`src/rtl/uart_tx_arbiter.sv`:
```
// Purpose: round-robin arbiter granting one byte-stream requester at a time the UART TX write port.
// Latency: grant one cycle after req in IDLE, first write that same SEND cycle; one byte/cycle in a burst.
// Backpressure: tx_full stalls the burst with no strobes; UART_ARB_FIXED_PRIO_EN selects lowest-index priority.
module uart_tx_arbiter #(
    parameter int NUM_REQ   = 4,
    parameter int DATA_W    = 8,
    parameter int MAX_BURST = 4,
    localparam int ID_W     = $clog2(NUM_REQ)
) (
    input  logic                      clk,
    input  logic                      Reset,
    input  logic [NUM_REQ-1:0]        req,
    input  logic [NUM_REQ*DATA_W-1:0] req_data,
    input  logic [NUM_REQ-1:0]        req_last,
    output logic [NUM_REQ-1:0]        ack,
    input  logic                      tx_full,
    output logic                      wr_uart,
    output logic [DATA_W-1:0]         w_data,
    output logic                      grant_valid,
    output logic [ID_W-1:0]           grant_id
);

    localparam int CNT_W = $clog2(MAX_BURST + 1);
    localparam logic [CNT_W-1:0] CNT_LAST = CNT_W'(MAX_BURST - 1);
    localparam logic [ID_W-1:0]  ID_MAX   = ID_W'(NUM_REQ - 1);

    typedef enum logic {
        IDLE = 1'b0,
        SEND = 1'b1
    } state_t;

    state_t            state_q, state_d;
    logic [ID_W-1:0]   gnt_q, gnt_d;
    logic [ID_W-1:0]   ptr_q, ptr_d;
    logic [CNT_W-1:0]  cnt_q, cnt_d;

    logic [ID_W-1:0]   sel;
    logic              sel_vld;
    logic              cur_req;
    logic              cur_last;
    logic              beat;
    logic              burst_end;

    // Offset from the round-robin pointer, folded back into 0..NUM_REQ-1.
    function automatic logic [ID_W-1:0] wrap_idx(input logic [ID_W-1:0] base, input int off);
        int s;
        s = int'(base) + off;
        if (s >= NUM_REQ) begin
            s = s - NUM_REQ;
        end
        return ID_W'(s);
    endfunction

    always_comb begin
        sel     = '0;
        sel_vld = 1'b0;
`ifdef UART_ARB_FIXED_PRIO_EN
        for (int i = NUM_REQ - 1; i >= 0; i--) begin
            if (req[i]) begin
                sel     = ID_W'(i);
                sel_vld = 1'b1;
            end
        end
`else
        for (int i = 0; i < NUM_REQ; i++) begin
            if (!sel_vld && req[wrap_idx(ptr_q, i)]) begin
                sel     = wrap_idx(ptr_q, i);
                sel_vld = 1'b1;
            end
        end
`endif
    end

    assign cur_req   = req[gnt_q];
    assign cur_last  = req_last[gnt_q];
    assign beat      = (state_q == SEND) && cur_req && !tx_full;
    assign burst_end = (state_q == SEND) &&
                       ((beat && (cur_last || (cnt_q == CNT_LAST))) || !cur_req);

    always_comb begin
        state_d = state_q;
        gnt_d   = gnt_q;
        ptr_d   = ptr_q;
        cnt_d   = cnt_q;
        wr_uart = 1'b0;
        w_data  = '0;
        ack     = '0;

        case (state_q)
            IDLE: begin
                if (sel_vld) begin
                    gnt_d   = sel;
                    cnt_d   = '0;
                    state_d = SEND;
                end
            end
            SEND: begin
                if (beat) begin
                    wr_uart    = 1'b1;
                    w_data     = req_data[gnt_q*DATA_W +: DATA_W];
                    ack[gnt_q] = 1'b1;
                    cnt_d      = cnt_q + 1'b1;
                end
                if (burst_end) begin
                    state_d = IDLE;
`ifdef UART_ARB_FIXED_PRIO_EN
                    ptr_d   = '0;
`else
                    ptr_d   = (gnt_q == ID_MAX) ? '0 : gnt_q + 1'b1;
`endif
                end
            end
            default: state_d = IDLE;
        endcase

        // A burst aborted by reset must not push a byte into the FIFO.
        if (Reset) begin
            wr_uart = 1'b0;
            w_data  = '0;
            ack     = '0;
        end
    end

    always_ff @(posedge clk) begin
        if (Reset) begin
            state_q <= IDLE;
            gnt_q   <= '0;
            ptr_q   <= '0;
            cnt_q   <= '0;
        end else begin
            state_q <= state_d;
            gnt_q   <= gnt_d;
            ptr_q   <= ptr_d;
            cnt_q   <= cnt_d;
        end
    end

    assign grant_valid = (state_q == SEND);
    assign grant_id    = gnt_q;

endmodule

```
`config.mk`:
```
export PLATFORM = sky130hd
export DESIGN_NAME = uart_tx_arbiter
export DESIGN_NICKNAME = d
export VERILOG_FILES = /design/src/rtl/uart_tx_arbiter.sv
export SDC_FILE = /design/constraint.sdc
export NUM_CORES = 1
export LEC_CHECK = 0
export ABC_AREA = 1
export BUFFER_PORTS_ARGS = -buffer_cell sky130_fd_sc_hd__buf_2
export CORE_AREA = 3 3 70 72
export CTS_CLUSTER_DIAMETER = 30
export DETAILED_ROUTE_END_ITERATION = 6
export DIE_AREA = 0 0 73 75
export GPL_ROUTABILITY_DRIVEN = 0
export PLACE_DENSITY = 0.52
export SLEW_MARGIN = 10
export SYNTH_ARGS = -nofsm -noshare
export SYNTH_HDL_FRONTEND = slang
export SYNTH_SLANG_ARGS = --single-unit
```
`constraint.sdc`:
```
create_clock -name clk -period 4 [get_ports clk]
set_input_delay 0.2 -clock clk [delete_from_list [all_inputs] [get_ports clk]]
set_output_delay 0.2 -clock clk [all_outputs]
set_load 0.05 [all_outputs]
```
== After elaboration in Yosys (flattened, before gate mapping) ==
Cells that the tools add are included.
Cells by class
  add/subtract/negate cells: 9
  $lt $le $gt $ge: 10
  multiplexer cells: 42
  bitwise operators: 1
  shift operators: 1
  divide/modulo/power cells: 0
  $mul: 0
  equality and inequality tests: 4
  reductions and logical operators: 18
Operator list (number)
  32-bit by 6-bit indexed part select with 8-bit output: 1
  8-bit 2-to-1 mux: 3
  2-bit 2-to-1 mux: 9
  1-bit 2-to-1 mux: 16
  2-bit by 3-bit < comparator with 1-bit output (second input constant): 5
  1-bit binary-select mux with 2-bit select: 6
  4-bit 2-to-1 mux: 3
  3-bit greater-or-equal comparator (second input constant): 3
  1-bit logical AND: 8
  2-bit by 1-bit subtractor with 2-bit output (second input constant): 4
  2-bit by 2-bit adder with 3-bit output (second input constant): 2
  3-bit 2-to-1 mux: 2
  3-bit one-hot mux with 2 select lines: 1
  2-bit AND reduction: 3
  1-bit logical NOT: 5
  2-bit by 1-bit adder with 3-bit output (second input constant): 1
  3-bit by 1-bit adder with 3-bit output (second input constant): 1
  3-bit by 2-bit == test with 1-bit output (second input constant): 1
  2-bit by 3-bit greater-or-equal comparator with 1-bit output (second input constant): 1
  2-bit by 1-bit adder with 2-bit output (second input constant): 1
  1-bit demux with 2-bit select: 1
  2-bit == test (second input constant): 1
  2-bit by 1-bit greater-or-equal comparator with 1-bit output (second input constant): 1
  1-bit logical OR: 2
  4 further kinds: 4
Storage, ports and cells
  RAM bits: 0
  input bits: 43
  output and inout port bits: 16
  memory bits (read-only): 0
  memories kept: 0
  register bits: 8
  word-level logic and storage cells: 89
  bits in latches: 0

== Logic depth before layout (Yosys ltp) ==
Gate-level depths: netlist of run 1.
  depth in word-level cells: 16
  depth in mapped cells: 11

== Worst setup path before layout of run 1 ==
Ideal clock, no wire load.
  path kind: register to output
  from: reg state_q, in the netlist grant_valid
  to: out w_data[0]
  stages on the path, launching flop included: 8
  data arrival time: 2.370 ns
  slack: 1.430 ns
  required time: 3.800 ns
  path through: dfxtp_1 -> inv_1 -> nor2_1 -> nand3_2 -> nor2_1 -> buf_4 -> nand2_1 -> a21oi_1
Between the ends
  longest elaborated chain between the ends: 5
Ends and longest elaborated chain
  from (decl): line 32  | state_t state_q, state_d;
  from (signal assigned): line 131  | state_q <= state_d;
  1-bit logical AND (2 in a row): line 76  | assign beat = (state_q == SEND) && cur_req && !tx_full;
  8-bit 2-to-1 mux: line 98  | if (beat) begin
  8-bit 2-to-1 mux *: line 89  | case (state_q)
  8-bit 2-to-1 mux *: line 117  | if (Reset) begin
  to (decl): line 18  | output logic [DATA_W-1:0] w_data,
Mark *: on every way between the ends. The rest lies on a longest branch, timed or not.

== Final worst setup path of run 1 ==
  from: reg gnt_q[0], in the netlist grant_id[0]
  to: out ack[3]
Between the ends
  longest elaborated chain between the ends: 7
Ends and longest elaborated chain
  from (decl): line 33  | logic [ID_W-1:0] gnt_q, gnt_d;
  from (signal assigned): line 132  | gnt_q <= gnt_d;
  2-bit by 3-bit < comparator with 1-bit output (implied by the code) (tied with other cells): line 101  | ack[gnt_q] = 1'b1;
  1-bit logical AND (implied by the code) / 1-bit 2-to-1 mux (equally long branches): line 101, 74
  1-bit 2-to-1 mux (implied by the code) / 1-bit logical AND (equally long branches): line 101, 76
  1-bit demux with 2-bit select / 1-bit logical AND (equally long branches): line 101, 76
  4-bit 2-to-1 mux *: line 98
  4-bit 2-to-1 mux *: line 89
  4-bit 2-to-1 mux *: line 117
  to (decl): line 15  | output logic [NUM_REQ-1:0] ack,
Mark *: on every way between the ends. The rest lies on a longest branch, timed or not. The select of a mux whose other input is x is not followed.

==> results.md, run 1 <==
- Outcome: finished, final reports clean
- Number of hold-repair buffers added at the cts stage: 0
- Worst clock skew: 0.00235 ns
- Maximum buffer depth of the clock tree: 2
- Starting Density: 0.249
- Number of H-tree levels: 1
- Peak supply drop: approximately 140 µV
- Sequential element share of the synthesized area: 0.148
- Final worst path period need: around 3.0 ns
- Number of antenna violations at the first check in global routing: 0
- Fraction of registers with async set/reset: 0
- Post-route core utilization: 0.330
- #FFs+latches synth: 8
- Via count: around 1400
- Syn. warnings: 0
- Largest net degree at the start of global routing: 29
- Post-DR vias/cell: roughly 4.5
- Worst-skew pair later-pin latency: about 0.23 ns
- Global-route wire length before repair: between 5000 and 6000 µm
- Layout area overhead: 32.8%
- Unique masters post-synth: 23
- Post-detailed-placement half-perimeter wirelength: roughly 2500 µm
- CP Data Required Time: about 3.8 ns
- Max transition margin: 0.388
- Remaining design rule violation count: 0
- Cells on worst reg2reg path: 7
- Post-CTS setup buffer count: 0
- Kind of critical path: register to output pin
- Remaining number of nets flagged by the antenna check after routing: 0
- Number of cells on the worst hold path: 2
- Count of flip-flops with a built-in enable after synthesis: 0
- Setup TNS: 0 ns
- Height of the die: 75 µm
- Peak Freq: 0.337 GHz
- Top-area cell type share of the netlist area: 0.249
- Slew at the pin closest to its max-slew limit: between 0.9 and 1 ns
- Post-layout total power: about 0.80 mW
- Top_reg_cell synth: sky130_fd_sc_hd__dfxtp_1
- Buffers on Ports: 58
- Global routing usage summed across all routing layers: 0.125
- Mean Syn Cell Area: roughly 5.6 µm²
- Post-synth top area cell: sky130_fd_sc_hd__nand2_1
- Drt wl/cell: between 10 and 15 µm
- Number of maximum-capacitance violations: 0
- Final-report setup violation count: 0
- Number of CTS-inserted buffers: 3
- Cell area after technology mapping: between 1000 and 1500 µm²
- Routed wire length: roughly 3200 µm
- Final net count: 300
- Top cells by area, synth: sky130_fd_sc_hd__nand2_1 25%, sky130_fd_sc_hd__dfxtp_1 15%, sky130_fd_sc_hd__a21oi_1 9.7%
- Core region area: between 4000 and 5000 µm²
- Worst endpoint data arrival time: about 2.8 ns
- Final period utilization: 0.742
- TritonCTS clock tree: built
- Antenna diodes: 0
- Synthesized netlist net count: ~240
- Clock transition at the registers of the reported paths: approximately 0.040 ns
- Overflow left after global routing: 0
- Horizontal extent of the die: 73 µm
- Number of instances resized during post-cts repair: 0
- Worst Hold Slack: 0.242 ns
- Power per Cell Area: about 550 nW/µm²
- Critical path capture point type: output pin
- Via count of the first global-routing pass: between 1000 and 1500
- Detailed-router iteration count before antenna repair: 4
- Number of max-slew violations in the final report: 0
- Category of the worst setup path launch point: register
- Worst hold path class: primary input to register
- Post-synthesis instance total: between 150 and 200
- Critical Path Fanout Max: 28
- Worst setup slack for register-to-register paths: between 1.5 and 2 ns
- Area enclosed by the die boundary: between 5000 and 6000 µm²
- Clock tree sinks: 8
- Dominant cell by count in the synthesized netlist: sky130_fd_sc_hd__nand2_1
- Layout cell share with drive strength beyond 1: 0.309
- Hold Fails Final Rpt: 0
- Most frequent cells after synthesis: 72 x sky130_fd_sc_hd__nand2_1, 21 x sky130_fd_sc_hd__a21oi_1, 18 x sky130_fd_sc_hd__inv_1, 18 x sky130_fd_sc_hd__nand3_1, 18 x sky130_fd_sc_hd__nor2_1
- Site row count: 24
- RSZ-0062 raised after global routing: false
- I/O pin count: 59
- Buffer cell driving the clock tree root: sky130_fd_sc_hd__clkbuf_8
- Leakage power summed over all cells: around 0.80 nW
- Initial drt markers: 47
-- layout make-up --
type                       count  area, µm²
inverter                      20       75.1
tap                           52       65.1
fill                         481       2920
multi-input combinational    160        807
sequential                     8        160
clock buffer                   3       41.3
timing repair buffer          58        290
-- per-layer routing --
layer / track usage / vias to the layer above / part of all wire
li1: - / 728 / -
met4: 0.0451 / 0 / 0.025
met3: 0.0267 / 6 / 0.083
met2: 0.212 / 58 / 0.43
met5: 0 / - / 0
met1: 0.155 / 561 / 0.46
-- state kept, by name (all words and copies together) (netlist names) --
| name | flops |
|---|---|
| grant_valid | 1 |
| ptr_q | 2 |
| grant_id | 2 |
| cnt_q | 3 |
-- layout by cell type (no fill, tap or decap), types with 5 or more instances in the layout --
cell type                 netlist  routed
sky130_fd_sc_hd__nand2_1       72      72
sky130_fd_sc_hd__buf_2          3      58
sky130_fd_sc_hd__a21oi_1       21      21
sky130_fd_sc_hd__inv_1         18      18
sky130_fd_sc_hd__nor2_1        18      18
sky130_fd_sc_hd__nand3_1       18      18
sky130_fd_sc_hd__dfxtp_1        8       8
sky130_fd_sc_hd__o21ai_1        6       6
sky130_fd_sc_hd__ha_1           6       6
sky130_fd_sc_hd__nand2_2        5       5
-- worst paths after layout --
| check | from | endpoint |
|---|---|---|
| min reg2reg | cnt_q[2] | cnt_q[2] |
| max reg2reg | grant_id[0] | cnt_q[2] |
| max | grant_id[0] | ack[3] |
| min | Reset | ptr_q[1] |
-- power breakdown --
group | internal (mW) | total (mW) | switching [mW]
registers | 0.101 | 0.159 | 0.0583
logic | 0.173 | 0.539 | 0.367
clock network | 0.0652 | 0.0974 | 0.0322
total | 0.339 | 0.796 | 0.457
-- metrics by stage --
stage	area [µm²]	worst slack (ns)	instances
2_1_floorplan	1080	1.43	195
3_3_place_gp	1400	1.31	298
3_5_place_dp	1400	1.24	298
4_1_cts	1440	0.977	301
5_1_grt	1440	0.738	301
6_report	1440	1.03	301
-- kinds of logic (layout without fill, tap and decap cells) --
| kind of cell | after synthesis | after routing | share of synthesized area |
|---|---|---|---|
| AOI/OAI and AO/OA | 34 | 34 | 0.170 |
| and+or+nand+nor | 120 | 120 | 0.506 |
| DFF | 8 | 8 | 0.148 |
| adders and majority gates | 6 | 6 | 0.0693 |
| buffers and inverters | 27 | 81 | 0.107 |
-- critical path: stages (launching register included) --
cell                      delay [ns]
sky130_fd_sc_hd__dfxtp_1        0.91
sky130_fd_sc_hd__a21oi_1        0.13
sky130_fd_sc_hd__o21ai_1        0.17
sky130_fd_sc_hd__nand3_2        0.16
sky130_fd_sc_hd__nor2_1         0.57
sky130_fd_sc_hd__inv_1          0.15
sky130_fd_sc_hd__nor2_1         0.15
sky130_fd_sc_hd__buf_2          0.28
Power figures use the tool's default switching activity.
==> inputs of run 2 (changes only) <==
==> constraint.sdc (replaced) <==
create_clock -name clk -period 2.81 [get_ports clk]
set_input_delay 0.1405 -clock clk [delete_from_list [all_inputs] [get_ports clk]]
set_output_delay 0.1405 -clock clk [all_outputs]
set_load 0.05 [all_outputs]
==> run 2 against run 1 <==
Effect of this change: register-to-register slack got worse by 0.57 ns; first-iteration DRC count up 64%; wire length decreased by 2.0%; worst setup slack worse by 0.53 ns; total power increased by 44%; utilization increased by 0.40 points; clock power is 49% higher; worst hold slack worse by 0.069 ns; clock-buffer cell count unchanged; via count barely moved; sequential share of layout area down 0.13 points; critical path type unchanged.
==> results.md, run 2 (same netlist as run 1, synthesis figures left out) <==
- Most common library cell in the layout ignoring fill and taps: sky130_fd_sc_hd__nand2_1
- Most used cells in the layout excluding fill and tap cells: 72 x sky130_fd_sc_hd__nand2_1, 58 x sky130_fd_sc_hd__buf_2, 21 x sky130_fd_sc_hd__a21oi_1
- Maximum buffer depth of the clock tree: 2
- Worst endpoint data arrival time: approximately 2.2 ns
- Global routing usage summed across all routing layers: 0.123
- TritonCTS clock tree: built
- R2r startpoint: grant_id[0]
- Peak supply drop: approximately 220 µV
- Area enclosed by the die boundary: 5480 µm²
- Setup crit start: grant_id[0]
- Top cell family by delay on the critical path: simple AND/OR/NAND/NOR gates
- Slew at the pin closest to its max-slew limit: about 0.46 ns
- Final-report setup violation count: 0
- Drt wl/cell: between 10 and 15 µm
- Outcome: finished, final reports clean
- Height of the die: between 70 and 80 µm
- Largest Register: cnt_q
- Detailed-router iteration count before antenna repair: 4
- Number of cells on the worst hold path: 2
- Hold worst-path end: ptr_q[1]
- Buffer cell driving the clock tree root: sky130_fd_sc_hd__clkbuf_8
- Number of max-slew violations in the final report: 0
- Number of hold-repair buffers added at the cts stage: 0
- Peak Freq: between 0.4 and 0.5 GHz
- Global-route wire length before repair: ~5500 µm
- Horizontal extent of the die: between 70 and 80 µm
- Remaining number of nets flagged by the antenna check after routing: 0
- Routed wire length: 3180 µm
- Detailed-routing wirelength on met1: between 1500 and 2000 µm
- Leakage power summed over all cells: 0.811 nW
- Power per Cell Area: around 790 nW/µm²
- Final worst path period need: between 2 and 2.5 ns
- Crit path buf inv count: 1
- Post-DR vias/cell: between 4 and 5
- Worst hold path class: primary input to register
- Worst R2R End: cnt_q[2]
- Post-placement cell area: approximately 1400 µm²
- RSZ-0062 raised after global routing: false
- Overflow left after global routing: 0
- Initial drt markers: 77
- Site row count: 24
- Final net count: approximately 300
- Slowest cell delay on critical path: around 0.6 ns
- Met3 routed wirelength: between 200 and 300 µm
- Via count of the first global-routing pass: 1294
- Number of CTS-inserted buffers: 3
- Fill count: 484
- I/O pin count: 59
- Clock transition at the registers of the reported paths: 0.05 ns
- Worst clock skew: 0.00647 ns
- Cell type with the highest occurrence count on the critical path: sky130_fd_sc_hd__a21oi_1
- Routed length on met2: 1370 µm
- Number of H-tree levels: 1
- Critical Path Fanout Max: 15
- Startpoint of the lowest-slack hold path: Reset
- Critical Path Slowest Stage Cell: sky130_fd_sc_hd__dfxtp_1
- Via count: 1352
- CP Data Required Time: 2.67 ns
- Cells on worst reg2reg path: 7
- Largest register FFs: 3
- Starting Density: 0.249
- Hold Fails Final Rpt: 0
- Final period utilization: 0.823
- Post-detailed-placement half-perimeter wirelength: between 2000 and 3000 µm
- Critical path capture point type: output pin
- Buffers on Ports: 58
- Number of antenna violations at the first check in global routing: 0
- Logic depth of the worst setup path including buffers: 7
- Worst-skew pair later-pin latency: around 0.24 ns
- Number of maximum-capacitance violations: 0
- Setup TNS: 0 ns
- Kind of critical path: register to output pin
- Layout cell share with drive strength beyond 1: 0.319
- Antenna diodes: 0
- Core region area: between 4000 and 5000 µm²
- Highest metal layer with signal wires: met4
- Clock tree sinks: 8
- Remaining design rule violation count: 0
- Category of the worst setup path launch point: register
- Final cell area excluding filler cells: around 1500 µm²
- List of cells traversed by the critical path: a21oi_1, o21ai_1, nand3_2, nor2_2, nand2_1, a21oi_1, buf_2
- Largest net degree at the start of global routing: 21
- Layout area overhead: 34.4%
- Worst setup slack for register-to-register paths: roughly 1.1 ns
- Max transition margin: 0.694
run 2: cell count changes in the layout (fill, tap and decap cells not counted), sizes merged:
cell / change
buf: +2
run 2: what timing repair did:
action	CTS	global route
buffers inserted	0	0
resized for setup	0	1
endpoints found under the setup margin	0	4
hold endpoints to repair	0	0
run 2: cell type report:
type	instances	area, µm²	share of cell area
multi-input combinational	160	810	0.556
timing repair buffer	60	305	0.210
sequential	8	160	0.110
inverter	20	75.1	0.0515
tap	52	65.1	0.0447
clock buffer	3	41.3	0.0284
run 2: through the flow:
step	power, mW	setup slack [ns]	instances	hold slack, ns	utilization
4_1_cts	1.16	0.231	303	0.176	0.334
5_1_grt	1.27	0.230	303	0.202	0.334
3_5_place_dp	1.01	0.488	300	0.420	0.324
3_3_place_gp	1.02	0.602	300	0.420	0.324
6_report	1.14	0.498	303	0.173	0.334
2_1_floorplan	0.849	0.299	195	0.210	-
run 2: worst max-delay path by stage:
| stage | to | slack (ns) |
|---|---|---|
| after floorplan | w_data[0] | 0.30 |
| after global placement | ack[3] | 0.60 |
| after detailed placement | w_data[5] | 0.49 |
| after CTS | w_data[5] | 0.23 |
| after global routing | w_data[5] | 0.23 |
| final | w_data[5] | 0.50 |
run 2: metal layers:
layer  GRT usage  vias up
met5           0        -
met4      0.0307        0
met3      0.0240        5
met2       0.214       54
met1       0.156      558
li1            -      735
run 2: report_power, final:
group          internal (mW)  switching [mW]  total, mW
clock                 0.0934          0.0512      0.145
combinational          0.255           0.536      0.791
sequential             0.144          0.0652      0.209
total                  0.492           0.652       1.14
